==> config.mk <==
export PLATFORM = sky130hd
export DESIGN_NAME = csr_bank
export DESIGN_NICKNAME = d
export VERILOG_FILES = /design/src/rtl/csr_pkg.sv /design/src/rtl/csr_counter64.sv /design/src/rtl/csr_bank.sv
export SDC_FILE = /design/constraint.sdc
export NUM_CORES = 1
export LEC_CHECK = 0
export CORE_ASPECT_RATIO = 1.5
export CORE_MARGIN = 5
export CORE_UTILIZATION = 44
export CTS_CLUSTER_SIZE = 30
export DETAILED_ROUTE_END_ITERATION = 16
export DONT_BUFFER_PORTS = 1
export GPL_TIMING_DRIVEN = 1
export PLACE_DENSITY = 0.61
export SETUP_SLACK_MARGIN = 0.05
export SLEW_MARGIN = 20
export SYNTH_ARGS = -nofsm -noshare
export SYNTH_HDL_FRONTEND = slang
export SYNTH_HIERARCHICAL = 1
export SYNTH_SLANG_ARGS = --single-unit
==> constraint.sdc <==
create_clock -name clk -period 8.8 [get_ports clk]
set_input_delay 0.88 -clock clk [delete_from_list [all_inputs] [get_ports clk]]
set_output_delay 0.88 -clock clk [all_outputs]
set_load 0.005 [all_outputs]
==> src/rtl/csr_pkg.sv <==
`default_nettype none
// +----------------------------------------------------------------------------+
// | Module   : csr_pkg                                                         |
// | Purpose  : Shared definitions for the machine-mode CSR bank: CSR address    |
// |            map, csr_op encodings, read-only ID constants, FSM state type    |
// |            and the misa value helper.                                       |
// | Ports    : none (package)                                                  |
// | Revision : 1.0 - initial release                                            |
// +----------------------------------------------------------------------------+
package csr_pkg;

  // CSR address map
  localparam logic [11:0] CSR_MVENDORID = 12'hF11;
  localparam logic [11:0] CSR_MARCHID   = 12'hF12;
  localparam logic [11:0] CSR_MIMPID    = 12'hF13;
  localparam logic [11:0] CSR_MHARTID   = 12'hF14;
  localparam logic [11:0] CSR_MSTATUS   = 12'h300;
  localparam logic [11:0] CSR_MISA      = 12'h301;
  localparam logic [11:0] CSR_MTVEC     = 12'h305;
  localparam logic [11:0] CSR_MSCRATCH  = 12'h340;
  localparam logic [11:0] CSR_MEPC      = 12'h341;
  localparam logic [11:0] CSR_MCAUSE    = 12'h342;
  localparam logic [11:0] CSR_MTVAL     = 12'h343;
  localparam logic [11:0] CSR_MCYCLE    = 12'hB00;
  localparam logic [11:0] CSR_MINSTRET  = 12'hB02;
  localparam logic [11:0] CSR_MCYCLEH   = 12'hB80;
  localparam logic [11:0] CSR_MINSTRETH = 12'hB82;

  typedef enum logic [1:0] {
    CSR_OP_READ  = 2'b00,
    CSR_OP_WRITE = 2'b01,
    CSR_OP_SET   = 2'b10,
    CSR_OP_CLEAR = 2'b11
  } csr_op_e;

  // Read-only identification values
  localparam logic [31:0] MVENDORID_VALUE = 32'h5256_4B43;
  localparam logic [31:0] MARCHID_VALUE   = 32'h0000_0000;
  localparam logic [31:0] MIMPID_VALUE    = 32'h0000_0001;

  // mstatus field positions
  localparam int MSTATUS_MIE_BIT  = 3;
  localparam int MSTATUS_MPIE_BIT = 7;

  typedef enum logic [0:0] {
    ST_IDLE = 1'b0,
    ST_RESP = 1'b1
  } csr_state_e;

  // misa: MXL in the top two bits (1 = RV32, 2 = RV64) plus the I extension.
  function automatic logic [63:0] misa_value(input int unsigned xlen);
    logic [63:0] v;
    v    = '0;
    v[8] = 1'b1;
    if (xlen == 64) v[63:62] = 2'b10;
    else            v[31:30] = 2'b01;
    return v;
  endfunction

endpackage
`default_nettype wire

==> src/rtl/csr_counter64.sv <==
`default_nettype none
// +----------------------------------------------------------------------------+
// | Module   : csr_counter64                                                   |
// | Purpose  : 64-bit free-running event counter with independent 32-bit       |
// |            half writes. A write to either half overrides the increment     |
// |            for that edge; the unwritten half holds. Wraps 2^64-1 -> 0.     |
// | Ports    : clk, reset_n   - clock, async active-low reset                  |
// |            inc_i          - count enable for this edge                     |
// |            wr_lo_i/wr_hi_i, wdata_lo_i/wdata_hi_i - half writes            |
// |            count_o        - current 64-bit count                           |
// | Revision : 1.0 - initial release                                            |
// +----------------------------------------------------------------------------+
module csr_counter64 (
  input  logic        clk,
  input  logic        reset_n,
  input  logic        inc_i,
  input  logic        wr_lo_i,
  input  logic        wr_hi_i,
  input  logic [31:0] wdata_lo_i,
  input  logic [31:0] wdata_hi_i,
  output logic [63:0] count_o
);

  logic [63:0] count_q;
  logic [63:0] count_d;

  always_comb begin
    count_d = count_q;
    if (wr_lo_i || wr_hi_i) begin
      if (wr_lo_i) count_d[31:0]  = wdata_lo_i;
      if (wr_hi_i) count_d[63:32] = wdata_hi_i;
    end else if (inc_i) begin
      count_d = count_q + 64'd1;
    end
  end

  always_ff @(posedge clk or negedge reset_n) begin
    if (!reset_n) count_q <= '0;
    else          count_q <= count_d;
  end

  assign count_o = count_q;

endmodule
`default_nettype wire

==> src/rtl/csr_bank.sv <==
`default_nettype none
// +----------------------------------------------------------------------------+
// | Module   : csr_bank                                                        |
// | Purpose  : Machine-mode CSR bank with a one-request-per-two-cycles         |
// |            read/write/set/clear interface, trap entry/return handling      |
// |            and mcycle/minstret counters.                                   |
// | Ports    : clk, reset_n                        - clock, async low reset    |
// |            csr_req_valid/ready, csr_op,                                    |
// |            csr_address, csr_write_data         - request                   |
// |            csr_rsp_valid, csr_read_out,                                    |
// |            csr_illegal                         - response (1 cycle later)  |
// |            trap_valid, trap_pc/cause/value     - trap entry                |
// |            mret, instret_pulse                 - trap return, retire       |
// |            mtvec_out, mepc_out, mie_out        - live CSR values           |
// | Revision : 1.0 - initial release                                            |
// +----------------------------------------------------------------------------+
module csr_bank
  import csr_pkg::*;
#(
  parameter int unsigned XLEN        = 32,
  parameter logic [31:0] MTVEC_RESET = 32'h0000_1000,
  parameter logic [31:0] HART_ID     = 32'h524B_4330,
  parameter int unsigned COUNTERS_EN = 1
) (
  input  logic            clk,
  input  logic            reset_n,
  input  logic            csr_req_valid,
  output logic            csr_req_ready,
  input  logic [1:0]      csr_op,
  input  logic [11:0]     csr_address,
  input  logic [XLEN-1:0] csr_write_data,
  output logic            csr_rsp_valid,
  output logic [XLEN-1:0] csr_read_out,
  output logic            csr_illegal,
  input  logic            trap_valid,
  input  logic [XLEN-1:0] trap_pc,
  input  logic [XLEN-1:0] trap_cause,
  input  logic [XLEN-1:0] trap_value,
  input  logic            mret,
  input  logic            instret_pulse,
  output logic [XLEN-1:0] mtvec_out,
  output logic [XLEN-1:0] mepc_out,
  output logic            mie_out
);

  localparam logic [63:0] MISA_FULL = misa_value(XLEN);

  csr_state_e state_q, state_d;

  logic [XLEN-1:0] read_out_q, read_out_d;
  logic            illegal_q,  illegal_d;
  logic [XLEN-1:0] mtvec_q,    mtvec_d;
  logic [XLEN-1:0] mscratch_q, mscratch_d;
  logic [XLEN-1:0] mepc_q,     mepc_d;
  logic [XLEN-1:0] mcause_q,   mcause_d;
  logic [XLEN-1:0] mtval_q,    mtval_d;
  logic            mie_q,      mie_d;
  logic            mpie_q,     mpie_d;

  logic [63:0]     mcycle;
  logic [63:0]     minstret;
  logic [XLEN-1:0] mstatus_val;
  logic [XLEN-1:0] old_val;
  logic [XLEN-1:0] new_val;
  logic            addr_legal;
  logic            addr_ro;
  logic            accept;
  logic            wr_intent;
  logic            req_illegal;
  logic            commit;
  logic [31:0]     cnt_wdata_hi;
  logic            cyc_hi_sel;
  logic            ins_hi_sel;

  // ---------------------------------------------------------------- FSM
  always_comb begin
    state_d       = state_q;
    csr_req_ready = 1'b0;
    csr_rsp_valid = 1'b0;
    case (state_q)
      ST_IDLE: begin
        csr_req_ready = 1'b1;
        if (csr_req_valid) state_d = ST_RESP;
      end
      ST_RESP: begin
        csr_rsp_valid = 1'b1;
        state_d       = ST_IDLE;
      end
      default: state_d = ST_IDLE;
    endcase
  end

  assign accept = (state_q == ST_IDLE) && csr_req_valid;

  // ------------------------------------------------------- read decode
  always_comb begin
    mstatus_val                   = '0;
    mstatus_val[MSTATUS_MIE_BIT]  = mie_q;
    mstatus_val[MSTATUS_MPIE_BIT] = mpie_q;
    mstatus_val[12:11]            = 2'b11;   // MPP: machine mode only
  end

  always_comb begin
    addr_legal = 1'b1;
    addr_ro    = 1'b0;
    old_val    = '0;
    case (csr_address)
      CSR_MVENDORID: begin old_val = XLEN'(MVENDORID_VALUE); addr_ro = 1'b1; end
      CSR_MARCHID:   begin old_val = XLEN'(MARCHID_VALUE);   addr_ro = 1'b1; end
      CSR_MIMPID:    begin old_val = XLEN'(MIMPID_VALUE);    addr_ro = 1'b1; end
      CSR_MHARTID:   begin old_val = XLEN'(HART_ID);         addr_ro = 1'b1; end
      CSR_MSTATUS:   old_val = mstatus_val;
      CSR_MISA:      old_val = MISA_FULL[XLEN-1:0];   // writes accepted, ignored
      CSR_MTVEC:     old_val = mtvec_q;
      CSR_MSCRATCH:  old_val = mscratch_q;
      CSR_MEPC:      old_val = mepc_q;
      CSR_MCAUSE:    old_val = mcause_q;
      CSR_MTVAL:     old_val = mtval_q;
      CSR_MCYCLE: begin
        if (COUNTERS_EN != 0) old_val = mcycle[XLEN-1:0];
        else                  addr_legal = 1'b0;
      end
      CSR_MINSTRET: begin
        if (COUNTERS_EN != 0) old_val = minstret[XLEN-1:0];
        else                  addr_legal = 1'b0;
      end
      CSR_MCYCLEH: begin
        if (COUNTERS_EN != 0 && XLEN == 32) old_val = XLEN'(mcycle[63:32]);
        else                                addr_legal = 1'b0;
      end
      CSR_MINSTRETH: begin
        if (COUNTERS_EN != 0 && XLEN == 32) old_val = XLEN'(minstret[63:32]);
        else                                addr_legal = 1'b0;
      end
      default: addr_legal = 1'b0;
    endcase
  end

  // ---------------------------------------------------- write operand
  always_comb begin
    new_val = old_val;
    case (csr_op)
      CSR_OP_WRITE: new_val = csr_write_data;
      CSR_OP_SET:   new_val = old_val | csr_write_data;
      CSR_OP_CLEAR: new_val = old_val & ~csr_write_data;
      default:      new_val = old_val;
    endcase
  end

  // set/clear with a zero mask is a pure read and must not fault on RO CSRs
  assign wr_intent   = (csr_op == CSR_OP_WRITE) ||
                       (((csr_op == CSR_OP_SET) || (csr_op == CSR_OP_CLEAR)) &&
                        (csr_write_data != '0));
  assign req_illegal = !addr_legal || (addr_ro && wr_intent);
  assign commit      = accept && wr_intent && !req_illegal;

  // ------------------------------------------------ CSR next state
  always_comb begin
    read_out_d = read_out_q;
    illegal_d  = illegal_q;
    mtvec_d    = mtvec_q;
    mscratch_d = mscratch_q;
    mepc_d     = mepc_q;
    mcause_d   = mcause_q;
    mtval_d    = mtval_q;
    mie_d      = mie_q;
    mpie_d     = mpie_q;

    if (accept) begin
      illegal_d  = req_illegal;
      read_out_d = req_illegal ? '0 : old_val;
    end

    if (commit) begin
      case (csr_address)
        CSR_MSTATUS: begin
          mie_d  = new_val[MSTATUS_MIE_BIT];
          mpie_d = new_val[MSTATUS_MPIE_BIT];
        end
        CSR_MTVEC:    mtvec_d    = {new_val[XLEN-1:2], 2'b00};
        CSR_MSCRATCH: mscratch_d = new_val;
        CSR_MEPC:     mepc_d     = {new_val[XLEN-1:2], 2'b00};
        CSR_MCAUSE:   mcause_d   = new_val;
        CSR_MTVAL:    mtval_d    = new_val;
        default: ;
      endcase
    end

    // Evaluated after the CSR write so trap entry and mret take precedence
    // over a same-edge write to the trap CSRs; unrelated writes still land.
    if (trap_valid) begin
      mepc_d   = trap_pc;
      mcause_d = trap_cause;
      mtval_d  = trap_value;
      mpie_d   = mie_q;
      mie_d    = 1'b0;
    end else if (mret) begin
      mie_d  = mpie_q;
      mpie_d = 1'b1;
    end
  end

  always_ff @(posedge clk or negedge reset_n) begin
    if (!reset_n) begin
      state_q    <= ST_IDLE;
      read_out_q <= '0;
      illegal_q  <= 1'b0;
      mtvec_q    <= XLEN'(MTVEC_RESET);
      mscratch_q <= '0;
      mepc_q     <= '0;
      mcause_q   <= '0;
      mtval_q    <= '0;
      mie_q      <= 1'b0;
      mpie_q     <= 1'b0;
    end else begin
      state_q    <= state_d;
      read_out_q <= read_out_d;
      illegal_q  <= illegal_d;
      mtvec_q    <= mtvec_d;
      mscratch_q <= mscratch_d;
      mepc_q     <= mepc_d;
      mcause_q   <= mcause_d;
      mtval_q    <= mtval_d;
      mie_q      <= mie_d;
      mpie_q     <= mpie_d;
    end
  end

  // ------------------------------------------------------- counters
  // On RV64 the low address covers both halves; on RV32 the upper half has
  // its own address.
  if (XLEN == 64) begin : g_cnt_hi64
    assign cnt_wdata_hi = new_val[XLEN-1:32];
    assign cyc_hi_sel   = (csr_address == CSR_MCYCLE);
    assign ins_hi_sel   = (csr_address == CSR_MINSTRET);
  end else begin : g_cnt_hi32
    assign cnt_wdata_hi = new_val[31:0];
    assign cyc_hi_sel   = (csr_address == CSR_MCYCLEH);
    assign ins_hi_sel   = (csr_address == CSR_MINSTRETH);
  end

  if (COUNTERS_EN != 0) begin : g_counters
    csr_counter64 u_mcycle (
      .clk        (clk),
      .reset_n    (reset_n),
      .inc_i      (1'b1),
      .wr_lo_i    (commit && (csr_address == CSR_MCYCLE)),
      .wr_hi_i    (commit && cyc_hi_sel),
      .wdata_lo_i (new_val[31:0]),
      .wdata_hi_i (cnt_wdata_hi),
      .count_o    (mcycle)
    );

    csr_counter64 u_minstret (
      .clk        (clk),
      .reset_n    (reset_n),
      .inc_i      (instret_pulse),
      .wr_lo_i    (commit && (csr_address == CSR_MINSTRET)),
      .wr_hi_i    (commit && ins_hi_sel),
      .wdata_lo_i (new_val[31:0]),
      .wdata_hi_i (cnt_wdata_hi),
      .count_o    (minstret)
    );
  end else begin : g_no_counters
    assign mcycle   = '0;
    assign minstret = '0;
  end

  // ------------------------------------------------------- outputs
  assign csr_read_out = read_out_q;
  assign csr_illegal  = illegal_q;
  assign mtvec_out    = mtvec_q;
  assign mepc_out     = mepc_q;
  assign mie_out      = mie_q;

endmodule
`default_nettype wire
==> flow_summary_export.csv <==
group,metric,value,unit
status,outcome,"finished clean",
grt,grt_pass1_wl,144000,microns
drt,dr_total_vias,20200,
timing,fmaxAchievable,218,MHz
clock_tree,worst_skew_pair.late_latency,0.56,ns
timing,timing.final.max_slew_violations,0,
drt,viasPerCell,7.09,
placement,place.gp.congestion,1.06,
logic_synthesis,synthesis.area_per_instance,8.92,sq um
setup_path,timing.critical_path.max_delay_family,"simple AND/OR/NAND/NOR gates",
floorplan,floorplan.die_area,0.0514,sq mm
drt,route.detailed.wl_per_inst,36.0,microns
setup_path,timing.reg2reg.worst_path_depth,13,
logic_synthesis,synth.cell_area,0.0206,sq mm
timing,worst-slew-pin-transition,1.22,ns
cells_and_area,final_nets,2367,
timing,report.final.hold_viol_count,0,
clock_tree,clkTransAtPathRegs,0.06,ns
logic_synthesis,synth_sequential_area_ratio,0.390,
logic_synthesis,post-synth-top-count-cell,"dfrtp_1",
clock_tree,quantity_of_gates_resized_following_cts,0,
grt,busiest_layer,"met2",
grt,grt_util_all_layers,0.382,
setup_path,cp_num_cells,11,
logic_synthesis,synth_largest_type_area_fraction,0.389,
power,leakage,0.00867,uW
grt,grt_max_degree,323,
timing,tns,0,ns
logic_synthesis,asyncSetResetFlopFracSynth,1.00,
drt,drt_first_iter_violations,2411,
timing,skew,0.0289,ns
drt,postRouteAntennaNets,0,
setup_path,start_kind,"input port",
setup_path,register_to_register_setup_slack,4.33,ns
floorplan,chipHeight,275,microns
logic_synthesis,yosys_warnings,6,
logic_synthesis,count_of_flip_flops_with_a_built_in_enable_after_synthesis,0,
clock_tree,clk_root_buf,"clkbuf_16",
clock_tree,h-tree-depth,2,
grt,grt_use_met1,0.429,
placement,dp.final_hpwl,75900,microns
setup_path,timing.rr.end,"g_counters.u_minstret/count_o[52]",
setup_path,timing.rr.start,"state_q",
cells_and_area,layout-area-overhead-vs-synth,8.40,%
logic_synthesis,post_synth_inst_count,2315,
setup_path,timing.critical_path.arrival,5.06,ns
cells_and_area,drive_above_1_share,0.0962,
grt,vias_in_the_first_global_route,19400,
floorplan,rows,97,
floorplan,die_w,187,microns
logic_synthesis,synth_area_leaders,"dfrtp_1, nand2_1, nand4_1",
cells_and_area,fin_util,0.480,
drt,drt_drc_violations_left,0,
setup_path,timing.critical_path.required,9.26,ns
logic_synthesis,synth.distinct_cells,90,
power,max-vdd-ir-drop,0.126,mV
timing,final_period_minus_worst_setup_slack,4.60,ns
timing,rsz0062_at_grt,"no",
placement,port_buffers,0,
floorplan,floorplan.io_pins,248,
setup_path,slowest_delay,0.75,ns
logic_synthesis,top_post_synthesis_cells_by_count,"dfrtp_1, nand2_1, clkbuf_1",
logic_synthesis,synthDominantAreaCellType,"dfrtp_1",
job,drv_cap,0,
hold_path,hold_path_class,"input port to asynchronous set/reset pin",
cells_and_area,fillerInstances,4571,
setup_path,worst-path-max-fanout,65,
drt,finalWirelength,102000,microns
clock_tree,cts_buffer_depth,3,
logic_synthesis,yosys_register_bits,322,
setup_path,critPathSlowestCell,"or4_1",
grt,use_met3,0.0882,
timing,normalized_max_slew_margin,0.186,
drt,drt_first_pass_iters,6,
grt,globalRoute.totalOverflow,0,
setup_path,timing.critical_path.mode_cell,"or4_1",
logic_synthesis,synth_top_flop_cell,"dfrtp_1",
clock_tree,clock_sinks,322,
setup_path,critical_path.cell_chain,"nor4bb_1, nand2_1, o311ai_0, or3_1, nor4_2, buf_4, nor2b_1, nand3_1, or4_1, or4_1, a31oi_1",
clock_tree,cts.hold.buffers_added,0,
grt,globalRouteMet2Util,0.618,
setup_path,critPathBufInv,1,
clock_tree,cts_buffers,37,
clock_tree,cts_tree,"built",
power,power_density,168,mW/mm^2
setup_path,crit_path_end_kind,"register",
floorplan,core_region_area,0.0466,sq mm
setup_path,worstSetupPathType,"input port to register",
timing,setup-violations-final,0,
floorplan,initial_core_util,0.443,
clock_tree,post-cts-setup-buffers,0,
grt,number_of_antenna_violations_at_the_first_check_in_global_routing,1,
timing,layout_worst_path_cycle_share,0.522,
[routing by layer]
layer	wire length (microns)	up-vias
met3	8590	355
met5	0	-
met1	36000	10100
met2	46700	1134
met4	10900	0
li1	-	8600
[placed cells by master (no fill, tap or decap), types with 12 or more instances in the layout]
cell / netlist / layout
a31oi_1: 32 / 32
and4_1: 32 / 32
or2_2: 17 / 17
clkbuf_16: 0 / 39
nand2_1: 287 / 287
a221oi_1: 13 / 13
nand3b_1: 41 / 41
nor2_1: 113 / 113
nor3b_1: 29 / 29
or3_1: 24 / 24
a41oi_1: 12 / 12
mux2i_1: 48 / 48
o21ai_0: 135 / 134
o31ai_1: 47 / 47
mux2_2: 30 / 30
nor3_1: 54 / 52
nand4_1: 108 / 108
a22o_1: 31 / 31
nor4_1: 78 / 72
xor2_1: 30 / 30
or4_1: 39 / 39
inv_1: 48 / 48
and3_1: 18 / 18
o211ai_1: 39 / 39
nand3_1: 100 / 100
buf_4: 5 / 49
dfrtp_1: 321 / 321
a221o_1: 36 / 36
a22oi_1: 53 / 52
nor2b_1: 53 / 53
xnor2_1: 52 / 52
[report_power, final]
part	internal [uW]	leakage [uW]	switching, uW	total (uW)
clock	1010	0.000638	692	1710
combinational	140	0.00383	254	393
sequential	1550	0.00421	117	1670
total	2710	0.00867	1060	3770
[sequential cells by signal, summed over array words and instances, names as in the netlist]
name / count
state_q: 1
csr_illegal: 1
mtvec_out: 30
mepc_out: 32
mie_out: 1
g_counters.u_minstret/count_o: 64
mscratch_q: 32
mpie_q: 1
mtval_q: 32
csr_read_out: 32
mcause_q: 32
g_counters.u_mcycle/count_o: 64
[logic make-up after synthesis]
group / count (synthesis) / synth area share
AND/OR/NAND/NOR: 1058 / 0.281
XOR/XNOR: 82 / 0.0348
other: 2 / 0.000364
buffers and inverters: 238 / 0.0472
multiplexers: 100 / 0.0587
adder cells (fa/ha/maj): 2 / 0.00121
flip-flops: 322 / 0.390
AO/OA/AOI/OAI: 511 / 0.186
[how the worst max path moves through the flow]
stage                       start                           endpoint  slack [ns]
2_1_floorplan      csr_address[6]  g_counters.u_minstret/count_o[52]        4.91
3_3_place_gp   csr_write_data[29]    g_counters.u_mcycle/count_o[52]        3.83
3_5_place_dp   csr_write_data[29]  g_counters.u_minstret/count_o[52]        3.70
4_1_cts        csr_write_data[29]  g_counters.u_minstret/count_o[52]        4.26
5_1_grt            csr_address[7]  g_counters.u_minstret/count_o[52]        3.99
6_report           csr_address[7]  g_counters.u_minstret/count_o[52]        4.20
[final cells by class]
type / count / area [sq um] / area share
multi-input cells: 1759 / 11700 / 0.524
clock inverters: 14 / 216 / 0.00967
flip-flops and latches: 322 / 8060 / 0.360
inverters: 48 / 180 / 0.00805
diodes: 2 / 5.00 / 0.000224
clock buffers: 53 / 1090 / 0.0486
well taps: 594 / 743 / 0.0332
repair buffers: 49 / 368 / 0.0164
[metrics by stage]
| stage | setup slack [ns] | hold slack (ns) | power [uW] | std cells | instance area [sq um] |
|---|---|---|---|---|---|
| global route | 3.99 | 0.0228 | 3860 | 2839 | 22400 |
| detailed placement | 3.70 | 0.467 | 2070 | 2772 | 21100 |
| floorplan | 4.91 | 0.442 | 1910 | 2319 | 20700 |
| global placement | 3.83 | 0.455 | 2060 | 2772 | 21100 |
| finish | 4.20 | 0.0388 | 3770 | 2841 | 22400 |
| CTS | 4.26 | 0.0145 | 3770 | 2839 | 22400 |
(Power assumes the default switching activity.)
